===== src/rtl/rx_uart_fifo.sv =====
// Asynchronous serial receiver with configurable framing and a receive FIFO.
// Each queued word carries its own framing and parity error flags.
module rx_uart_fifo #(
    parameter int DATA_BITS  = 8,
    parameter int PARITY_EN  = 0,
    parameter int PARITY_ODD = 0,
    parameter int STOP_BITS  = 1,
    parameter int FIFO_DEPTH = 16
) (
    input  logic                            clk,
    input  logic                            rst_n,
    input  logic [15:0]                     baud_div,
    input  logic                            rx_pin,
    input  logic                            rx_read,
    input  logic                            err_clr,
    output logic                            rx_done,
    output logic [DATA_BITS-1:0]            rx_byte,
    output logic                            rx_frame_err,
    output logic                            rx_parity_err,
    output logic [$clog2(FIFO_DEPTH):0]     rx_count,
    output logic                            rx_overrun
);

    localparam int AW = $clog2(FIFO_DEPTH);
    localparam int CW = AW + 1;
    localparam int WW = DATA_BITS + 2;

    localparam logic [CW-1:0] DEPTH_C   = CW'(FIFO_DEPTH);
    localparam logic [3:0]    LAST_DATA = 4'(DATA_BITS - 1);
    localparam logic [3:0]    LAST_STOP = 4'(STOP_BITS - 1);
    localparam logic          ODD       = (PARITY_ODD != 0);

    localparam logic [2:0] S_IDLE  = 3'd0;
    localparam logic [2:0] S_START = 3'd1;
    localparam logic [2:0] S_DATA  = 3'd2;
    localparam logic [2:0] S_PAR   = 3'd3;
    localparam logic [2:0] S_STOP  = 3'd4;
    localparam logic [2:0] S_WAITH = 3'd5;

    logic                 sync1_q, rxs_q, rxs_prev_q;
    logic [2:0]           state_q, state_d;
    logic [15:0]          div_q, div_d;
    logic [15:0]          cnt_q, cnt_d;
    logic [3:0]           bit_q, bit_d;
    logic [DATA_BITS-1:0] sh_q, sh_d;
    logic                 perr_q, perr_d;
    logic                 ferr_q, ferr_d;
    logic                 fe;
    logic                 push;
    logic                 fall;
    logic                 expire;

    logic [WW-1:0]        mem_q [FIFO_DEPTH];
    logic [AW-1:0]        wr_ptr_q, rd_ptr_q;
    logic [CW-1:0]        count_q;
    logic                 ovr_q;
    logic                 pop, push_ok, ovr_set;
    logic [WW-1:0]        head;

    assign fall   = rxs_prev_q & ~rxs_q;
    assign expire = (cnt_q == 16'd1);

    // Two-flop synchroniser plus a delayed copy for edge detection
    always_ff @(posedge clk or negedge rst_n) begin
        if (!rst_n) begin
            sync1_q    <= 1'b1;
            rxs_q      <= 1'b1;
            rxs_prev_q <= 1'b1;
        end else begin
            sync1_q    <= rx_pin;
            rxs_q      <= sync1_q;
            rxs_prev_q <= rxs_q;
        end
    end

    // Receive FSM next-state: bit timing, shifting and flag accumulation
    always_comb begin
        state_d = state_q;
        div_d   = div_q;
        cnt_d   = (cnt_q != 16'd0) ? cnt_q - 16'd1 : 16'd0;
        bit_d   = bit_q;
        sh_d    = sh_q;
        perr_d  = perr_q;
        ferr_d  = ferr_q;
        fe      = ferr_q;
        push    = 1'b0;
        unique case (state_q)
            S_IDLE: begin
                if (fall) begin
                    div_d   = baud_div;
                    cnt_d   = baud_div >> 1;
                    state_d = S_START;
                end
            end
            S_START: begin
                if (expire) begin
                    if (rxs_q) begin
                        state_d = S_IDLE;
                    end else begin
                        cnt_d   = div_q;
                        bit_d   = 4'd0;
                        perr_d  = 1'b0;
                        ferr_d  = 1'b0;
                        state_d = S_DATA;
                    end
                end
            end
            S_DATA: begin
                if (expire) begin
                    sh_d  = {rxs_q, sh_q[DATA_BITS-1:1]};
                    cnt_d = div_q;
                    if (bit_q == LAST_DATA) begin
                        bit_d   = 4'd0;
                        state_d = (PARITY_EN != 0) ? S_PAR : S_STOP;
                    end else begin
                        bit_d = bit_q + 4'd1;
                    end
                end
            end
            S_PAR: begin
                if (expire) begin
                    perr_d  = ((^sh_q) ^ rxs_q) != ODD;
                    cnt_d   = div_q;
                    bit_d   = 4'd0;
                    state_d = S_STOP;
                end
            end
            S_STOP: begin
                if (expire) begin
                    fe     = ferr_q | ~rxs_q;
                    ferr_d = fe;
                    if (bit_q == LAST_STOP) begin
                        push    = 1'b1;
                        state_d = fe ? S_WAITH : S_IDLE;
                    end else begin
                        bit_d = bit_q + 4'd1;
                        cnt_d = div_q;
                    end
                end
            end
            S_WAITH: begin
                if (rxs_q) begin
                    state_d = S_IDLE;
                end
            end
            default: state_d = S_IDLE;
        endcase
    end

    // Receive FSM state registers
    always_ff @(posedge clk or negedge rst_n) begin
        if (!rst_n) begin
            state_q <= S_IDLE;
            div_q   <= 16'd0;
            cnt_q   <= 16'd0;
            bit_q   <= 4'd0;
            sh_q    <= '0;
            perr_q  <= 1'b0;
            ferr_q  <= 1'b0;
        end else begin
            state_q <= state_d;
            div_q   <= div_d;
            cnt_q   <= cnt_d;
            bit_q   <= bit_d;
            sh_q    <= sh_d;
            perr_q  <= perr_d;
            ferr_q  <= ferr_d;
        end
    end

    assign pop     = rx_read & (count_q != '0);
    assign push_ok = push & ((count_q < DEPTH_C) | pop);
    assign ovr_set = push & ~push_ok;

    // FIFO storage; contents are only visible while the count covers them
    always_ff @(posedge clk) begin
        if (push_ok) begin
            mem_q[wr_ptr_q] <= {fe, perr_q, sh_q};
        end
    end

    // FIFO pointers, occupancy and sticky overrun flag
    always_ff @(posedge clk or negedge rst_n) begin
        if (!rst_n) begin
            wr_ptr_q <= '0;
            rd_ptr_q <= '0;
            count_q  <= '0;
            ovr_q    <= 1'b0;
        end else begin
            if (push_ok) begin
                wr_ptr_q <= wr_ptr_q + AW'(1);
            end
            if (pop) begin
                rd_ptr_q <= rd_ptr_q + AW'(1);
            end
            unique case ({push_ok, pop})
                2'b10:   count_q <= count_q + CW'(1);
                2'b01:   count_q <= count_q - CW'(1);
                default: count_q <= count_q;
            endcase
            if (ovr_set) begin
                ovr_q <= 1'b1;
            end else if (err_clr) begin
                ovr_q <= 1'b0;
            end
        end
    end

    assign head          = rx_done ? mem_q[rd_ptr_q] : '0;
    assign rx_done       = (count_q != '0);
    assign rx_byte       = head[DATA_BITS-1:0];
    assign rx_parity_err = head[DATA_BITS];
    assign rx_frame_err  = head[DATA_BITS+1];
    assign rx_count      = count_q;
    assign rx_overrun    = ovr_q;

endmodule


===== config.mk =====
export PLATFORM = sky130hd
export DESIGN_NAME = rx_uart_fifo
export DESIGN_NICKNAME = d
export VERILOG_FILES = /design/src/rtl/rx_uart_fifo.sv
export SDC_FILE = /design/constraint.sdc
export NUM_CORES = 1
export LEC_CHECK = 0
export CORE_MARGIN = 2
export CORE_UTILIZATION = 50
export CTS_BUF_LIST = sky130_fd_sc_hd__clkbuf_2 sky130_fd_sc_hd__clkbuf_4 sky130_fd_sc_hd__clkbuf_8
export DETAILED_ROUTE_END_ITERATION = 8
export PLACE_DENSITY = 0.79
export SYNTH_ARGS = -nofsm -noshare
export SYNTH_HDL_FRONTEND = slang
export SYNTH_SLANG_ARGS = --single-unit

===== constraint.sdc =====
create_clock -name clk -period 2.9 [get_ports clk]
set_input_delay 0.29 -clock clk [delete_from_list [all_inputs] [get_ports clk]]
set_output_delay 0.29 -clock clk [all_outputs]
set_load 0.005 [all_outputs]

==> reports/metrics.cfg, run 1 <==
[synthesis]
synthTopCellsByArea=edfxtp_1, dfrtp_1, mux4_2
synth_ff_type=edfxtp_1
synth_area_sq_um=9560
synth_xor_area_share_pct=2.93
async_reset_ff_share_pct=29.2
yosysMostFrequentCell=edfxtp_1
synth_area_per_cell_sq_um=16.1
synth_compound_gate_area_share_pct=6.43
syn_inst=593
synthSimpleGateAreaFrac_pct=6.22
synth_top_family_by_area=multiplexers
synth_edf_count=160
ys_warn_count=0
synth.largest_area_cell=edfxtp_1
synthMuxAreaShare_pct=12.8
synth.ff_latch_count=226
ys_seq_area_share_pct=67.6
netlist.area_leader.share_pct=50.3
synthAdderAreaFrac_pct=2.04
synth_common_cells=edfxtp_1, dfrtp_1, mux4_2
ys_types=51
synth_nets=629

[routing]
vias=5559
finalWirelength_um=20000
route.detailed.drc=0
avgRoutedWirePerCell_um=20.9
viasPerCell=5.80
first_iter_violations=453
drtAntennaViolNets=0
dr.pass1.iters=5

[timing]
period_minus_slack_ns=2.93
setup_ws_ns=-0.0337
finalHoldViolations=0
slew_headroom_pct=46.6
fmax_mhz=341
worst_pin_slew_ns=0.801
final_max_slew_viol_count=0
rsz0062_at_grt=yes
setup_viol=1
finalCritPeriodShare_pct=101
clock_skew_ns=0.0260

[clock_network]
cts_tree=built
cts_sinks=226
cts_made_buffers=37
clk_pin_slew_ns=0.06
htree_levels=2
clk_path_buf_depth=3
insertion_delay_ns=0.53
cts-root-buf=clkbuf_8

[floorplanning]
die_w_um=142
core_sq_um=18700
fp.dieH_um=142
row_count=50
num_io_pins=38
die_area_sq_um=20200
start_util_pct=51.1

[critical_path]
critPathArrivalTime_ns=3.39
critPathKind=flip-flop to flip-flop
cp-end-kind=flip-flop
start_kind=flip-flop
critPathMaxFanout=4
required_ns=3.36

[status]
status=finished with violations
violations=setup timing

[cells_and_area]
fin_util_pct=62.0
finish.net_count=735
num_antenna_cells=0
syn2layout_area_growth_pct=21.3
drive_gt1_share_pct=31.2

[power_and_ir_drop]
power.switching_mw=2.68
p_sw_share_pct=28.6
p_leak_nw=4.19
power_frac_seq_pct=43.3
powerDensity_nw_per_um2=806
irDropWorstVdd_mv=0.439
p_int_mw=6.67
pwr-share-clk_pct=30.2
pwr-share-comb_pct=26.6

[grt]
overflow=0
grt_pass1_vias=5752
grt_pass1_wl_um=30800
antenna_found_initial=0
grt_start_max_net_pins=44
grt.total_usage_pct=20.0

[flow_run]
maxCapViolations=0

[place]
hpwlAfterDp_um=12700
gp_congestion=0.818
place_ws_ns=-0.121
port_buffers=37

[hold_path]
hold_path.class=input port to flip-flop

metrics by stage:
step / instances / setup TNS, ns / instance area, sq um / total power [mW] / hold slack [ns]
2_1_floorplan: 593 / -0.0847 / 9600 / 5.38 / -0.00559
3_3_place_gp: 876 / 0 / 10500 / 6.12 / 0.349
3_5_place_dp: 876 / -0.214 / 10500 / 6.22 / 0.349
4_1_cts: 945 / -0.0538 / 11300 / 9.12 / 0.200
5_1_grt: 959 / -0.700 / 11600 / 9.79 / 0.193
6_report: 959 / -0.0337 / 11600 / 9.34 / 0.204
worst paths after layout:
check | start | end | slack, ns | cells after the start
max | bit_q[0]$_DFFE_PN0P_ | rx_count[4]$_DFFE_PN0P_ | -0.03 | 13
min reg2reg | sync1_q$_DFF_PN1_ | rxs_q$_DFF_PN1_ | 0.36 | 0
min | rx_pin | sync1_q$_DFF_PN1_ | 0.20 | 1
min in group asynchronous | rst_n | cnt_q[6]$_DFF_PN0_ | 0.39 | 2
max reg2reg | bit_q[0]$_DFFE_PN0P_ | rx_count[4]$_DFFE_PN0P_ | -0.03 | 13
max in group asynchronous | rst_n | rxs_q$_DFF_PN1_ | 1.80 | 3
sequential cells by signal, indices dropped and copies added, names as in the netlist, 4 cells and up:
register  count
mem_q       160
cnt_q        16
div_q        16
sh_q          8
rx_count      5
bit_q         4
rd_ptr_q      4
wr_ptr_q      4
critical path, stage by stage (launching register included):
cell and delay (ns):
dfrtp_1 0.38, inv_2 0.09, ha_4 0.12, or3b_4 0.38
or4_4 0.55, nor2_4 0.13, inv_2 0.05, ha_4 0.18
ha_4 0.26, nor2b_1 0.11, o21ai_1 0.08, and3_1 0.17
nor3_2 0.19, xor2_1 0.16
per-layer routing:
layer | global-route usage, % | up-vias | part of all wire, %
met5 | 0 | - | 0
li1 | - | 2499 | -
met2 | 34.0 | 185 | 51
met1 | 25.8 | 2846 | 41
met3 | 4.21 | 29 | 5.8
met4 | 7.16 | 0 | 2.1
cell families after synthesis:
group,count (synthesis)
compound gates,98
simple gates,109
fa+ha+maj,15
mux,66
buf+inv,47
flops,226
xor+xnor,32
power groups by stage:
stage | Combinational, mW | Clock [mW] | Sequential, mW
floorplan | 1.37 | 0 | 4.00
global placement | 2.01 | 0 | 4.11
detailed placement | 2.09 | 0 | 4.13
CTS | 2.20 | 2.86 | 4.06
global route | 2.70 | 3.00 | 4.08
finish | 2.48 | 2.82 | 4.04
placed cells by master (no fill, tap or decap), types with 19 or more instances in the layout:
master | synthesis | layout
edfxtp_1 | 160 | 160
dfrtp_1 | 63 | 62
buf_4 | 0 | 49
o21ai_0 | 30 | 28
xnor2_1 | 19 | 19
mux4_2 | 40 | 40
nand2_1 | 20 | 20
clkbuf_8 | 0 | 39
a22oi_1 | 35 | 20
clkdlybuf4s50_1 | 0 | 32
nor2_1 | 27 | 27
a21oi_1 | 22 | 20
timing repair:
item / CTS / global route
endpoints found under the setup margin: 12 / 11
gates resized for setup: 16 / 29
pin swaps: 3 / 11
setup buffers: 3 / 13
hold endpoints to repair: 32 / 0
hold buffers: 1 / 0
cloned: 0 / 1
area by class of cell:
type,count,area [sq um]
inverters,17,63.8
multi-input cells,320,3080
repair buffers,97,940
flip-flops and latches,226,6460
fillers,1289,7110
clock inverters,13,116
clock buffers,52,634
well taps,234,293
Note: power is estimated with default switching activity, not from simulation.
==> run 2: changes to the inputs <==
Settings changed: DONT_BUFFER_PORTS from default to 1, PLACE_DENSITY 0.79 to 0.77.
==> run 2 against run 1 <==
The run still ends with setup timing left. Sequential cell count stayed put. Clock-buffer cell count up 1. Worst hold slack got worse by 0.11 ns. Die area did not move. First-iteration DRC count down 3.3%. Non-clock buffer count decreased by 33. Cell count fell by 3.4%. Global-route usage barely moved. Sequential share of layout area rose by 1.8 points. Critical path type unchanged. Critical endpoint unchanged. Largest cell class unchanged.
==> reports/metrics.cfg, run 2 (synthesized netlist as in run 1, its figures left out) <==
[timing]
rsz0062_at_grt=yes
finalCritPeriodShare_pct=101  ; -0.39 points
worst_pin_slew_ns=0.896  ; +0.0956 ns
setup_ws_ns=-0.0225  ; +0.0112 ns
slew_headroom_pct=40.1  ; -6.5 points
fin_hold_ws_ns=0.0964  ; -0.107 ns
setup_viol=1  ; unchanged
period_minus_slack_ns=2.92  ; -0.0112 ns
fmax_mhz=342  ; +0.38%
final_max_slew_viol_count=0  ; unchanged
finalHoldViolations=0  ; unchanged
clock_skew_ns=0.0143  ; -0.0118 ns

[power_and_ir_drop]
powerDensity_nw_per_um2=766  ; -5.0%
irDropWorstVdd_mv=0.477  ; +8.7%
p_leak_nw=3.98  ; -5.1%

[cells_and_area]
final_cell_mix=edfxtp_1, dfrtp_1, mux4_2
finish.net_count=702  ; -4.5%
largest-register=mem_q
largest_reg_flops=160  ; unchanged
top_regs=mem_q: 160 flops, cnt_q: 16 flops, div_q: 16 flops
num_antenna_cells=0  ; unchanged
final_common_cell=edfxtp_1
fin_cells=926  ; -3.4%
fin_util_pct=60.0  ; -1.9 points
syn2layout_area_growth_pct=17.5
drive_gt1_share_pct=30.1  ; -1.1 points

[flow_run]
maxCapViolations=0  ; unchanged

[routing]
drtAntennaViolNets=0  ; unchanged
vias=5413  ; -2.6%
route.detailed.drc=0  ; unchanged
first_iter_violations=438  ; -3.3%
avgRoutedWirePerCell_um=21.2  ; +1.4%
dr.pass1.iters=5  ; unchanged
viasPerCell=5.85  ; +0.84%
finalWirelength_um=19600  ; -2.1%

[clock_network]
cts_tree=built
cts_sinks=226  ; unchanged
clk_pin_slew_ns=0.06  ; about the same
clk_path_buf_depth=3  ; unchanged
cts-root-buf=clkbuf_8
insertion_delay_ns=0.54  ; about the same
cts_made_buffers=37  ; unchanged
htree_levels=2  ; unchanged

[critical_path]
required_ns=3.35  ; about the same
cp-end-kind=flip-flop
r2r-end=rx_count[4]$_DFFE_PN0P_
cp_num_buf_inv=2  ; unchanged
crit_end=rx_count[4]$_DFFE_PN0P_
regToRegSetupSlack_ns=-0.02  ; about the same
ff2ff_path_depth=13  ; unchanged
crit_chain=inv_2 > ha_4 > or3b_4 > or4_4 > nor2_4 > inv_2 > ha_4 > ha_4 > nor2b_4 > o21ai_2 > and3_1 > nor3_2 > xor2_1
path_common_cell=ha_4
crit_family=simple AND/OR/NAND/NOR gates
max_stage_delay_ns=0.53  ; -0.02 ns
start_kind=flip-flop
critPathMaxFanout=4  ; unchanged
critPathArrivalTime_ns=3.37  ; -0.02 ns
path_depth=13  ; unchanged
worstSetupStartpoint=bit_q[1]$_DFFE_PN0P_
slowest_stage=or4_4
critPathKind=flip-flop to flip-flop
r2r-start=bit_q[1]$_DFFE_PN0P_

[floorplanning]
core_sq_um=18700  ; unchanged
start_util_pct=51.1  ; unchanged
die_w_um=142  ; unchanged
fp.dieH_um=142  ; unchanged
num_io_pins=38  ; unchanged
die_area_sq_um=20200  ; unchanged
row_count=50  ; unchanged

[place]
port_buffers=0  ; -100%
hpwlAfterDp_um=12000  ; -5.2%
place_ws_ns=-0.157  ; -0.0357 ns
gp_congestion=0.817  ; about the same
dp_cells=831  ; -5.1%

[hold_path]
hold_path.class=input port to flip-flop

[grt]
grt_pass1_vias=5823  ; +1.2%
grt.total_usage_pct=20.0  ; about the same
antenna_found_initial=0  ; unchanged
overflow=0  ; unchanged
grt_pass1_wl_um=30800  ; +0.22%
grt_start_max_net_pins=67  ; +52%

[status]
violations=setup timing
status=finished with violations

## run 2: how the worst min path moves through the flow
stage / cells past startpoint / start / slack [ns] / endpoint
2_1_floorplan: 0 / rst_n / -0.006 / bit_q[0]$_DFFE_PN0P_
3_3_place_gp: 0 / rst_n / -0.003 / div_q[13]$_DFFE_PN0P_
3_5_place_dp: 0 / rst_n / -0.004 / div_q[14]$_DFFE_PN0P_
4_1_cts: 3 / rx_read / 0.01 / rx_overrun$_DFFE_PN0P_
5_1_grt: 3 / rx_read / 0.09 / rx_overrun$_DFFE_PN0P_
6_report: 3 / rx_read / 0.1 / rx_overrun$_DFFE_PN0P_
## run 2: metal layers
layer  part of all wire, %  track usage [%]  vias to the layer above
li1                      -                -                     2441
met1                    40             24.6                     2734
met2                    51             35.2                      189
met3                   6.2             4.44                       49
met4                   2.5             6.89                        0
met5                     0                0                        -
## run 2: per-stage QoR
step	power (mW)	area (sq um)	setup TNS (ns)
after floorplan	5.38	9600	-0.0847
after global placement	5.83	10100	0
after detailed placement	5.93	10100	-0.173
after CTS	8.63	11100	-0.0551
after global routing	9.04	11200	-0.140
final	8.60	11200	-0.0225
## run 2: final cells by class
class | count | area (sq um)
Timing Repair Buffer | 64 | 634
Clock inverter | 12 | 65.1
Sequential cell | 226 | 6460
Fill cell | 1292 | 7480
Multi-Input combinational cell | 320 | 3080
Tap cell | 234 | 293
Clock buffer | 53 | 636
Inverter | 17 | 63.8
## run 2: tightest hold or removal path: cells and delay by family
kind / cells / cell delay, ns
AND/OR/NAND/NOR: 2 / 0.19
AO/OA/AOI/OAI: 1 / 0.10
## run 2: repair_timing
| action | 4_1_cts | 5_1_grt |
|---|---|---|
| hold buffers | 20 | 0 |
| resized for setup | 9 | 40 |
| endpoints found under the hold margin | 99 | 0 |
| buffers inserted | 7 | 1 |
| endpoints found under the setup margin | 2 | 162 |
| gates cloned | 0 | 4 |
| pin swaps | 7 | 12 |
## run 2: where the power goes
group | internal [mW] | total, mW | switching, mW
clock network | 1.42 | 2.63 | 1.21
logic | 0.905 | 1.93 | 1.02
registers | 3.73 | 4.04 | 0.312
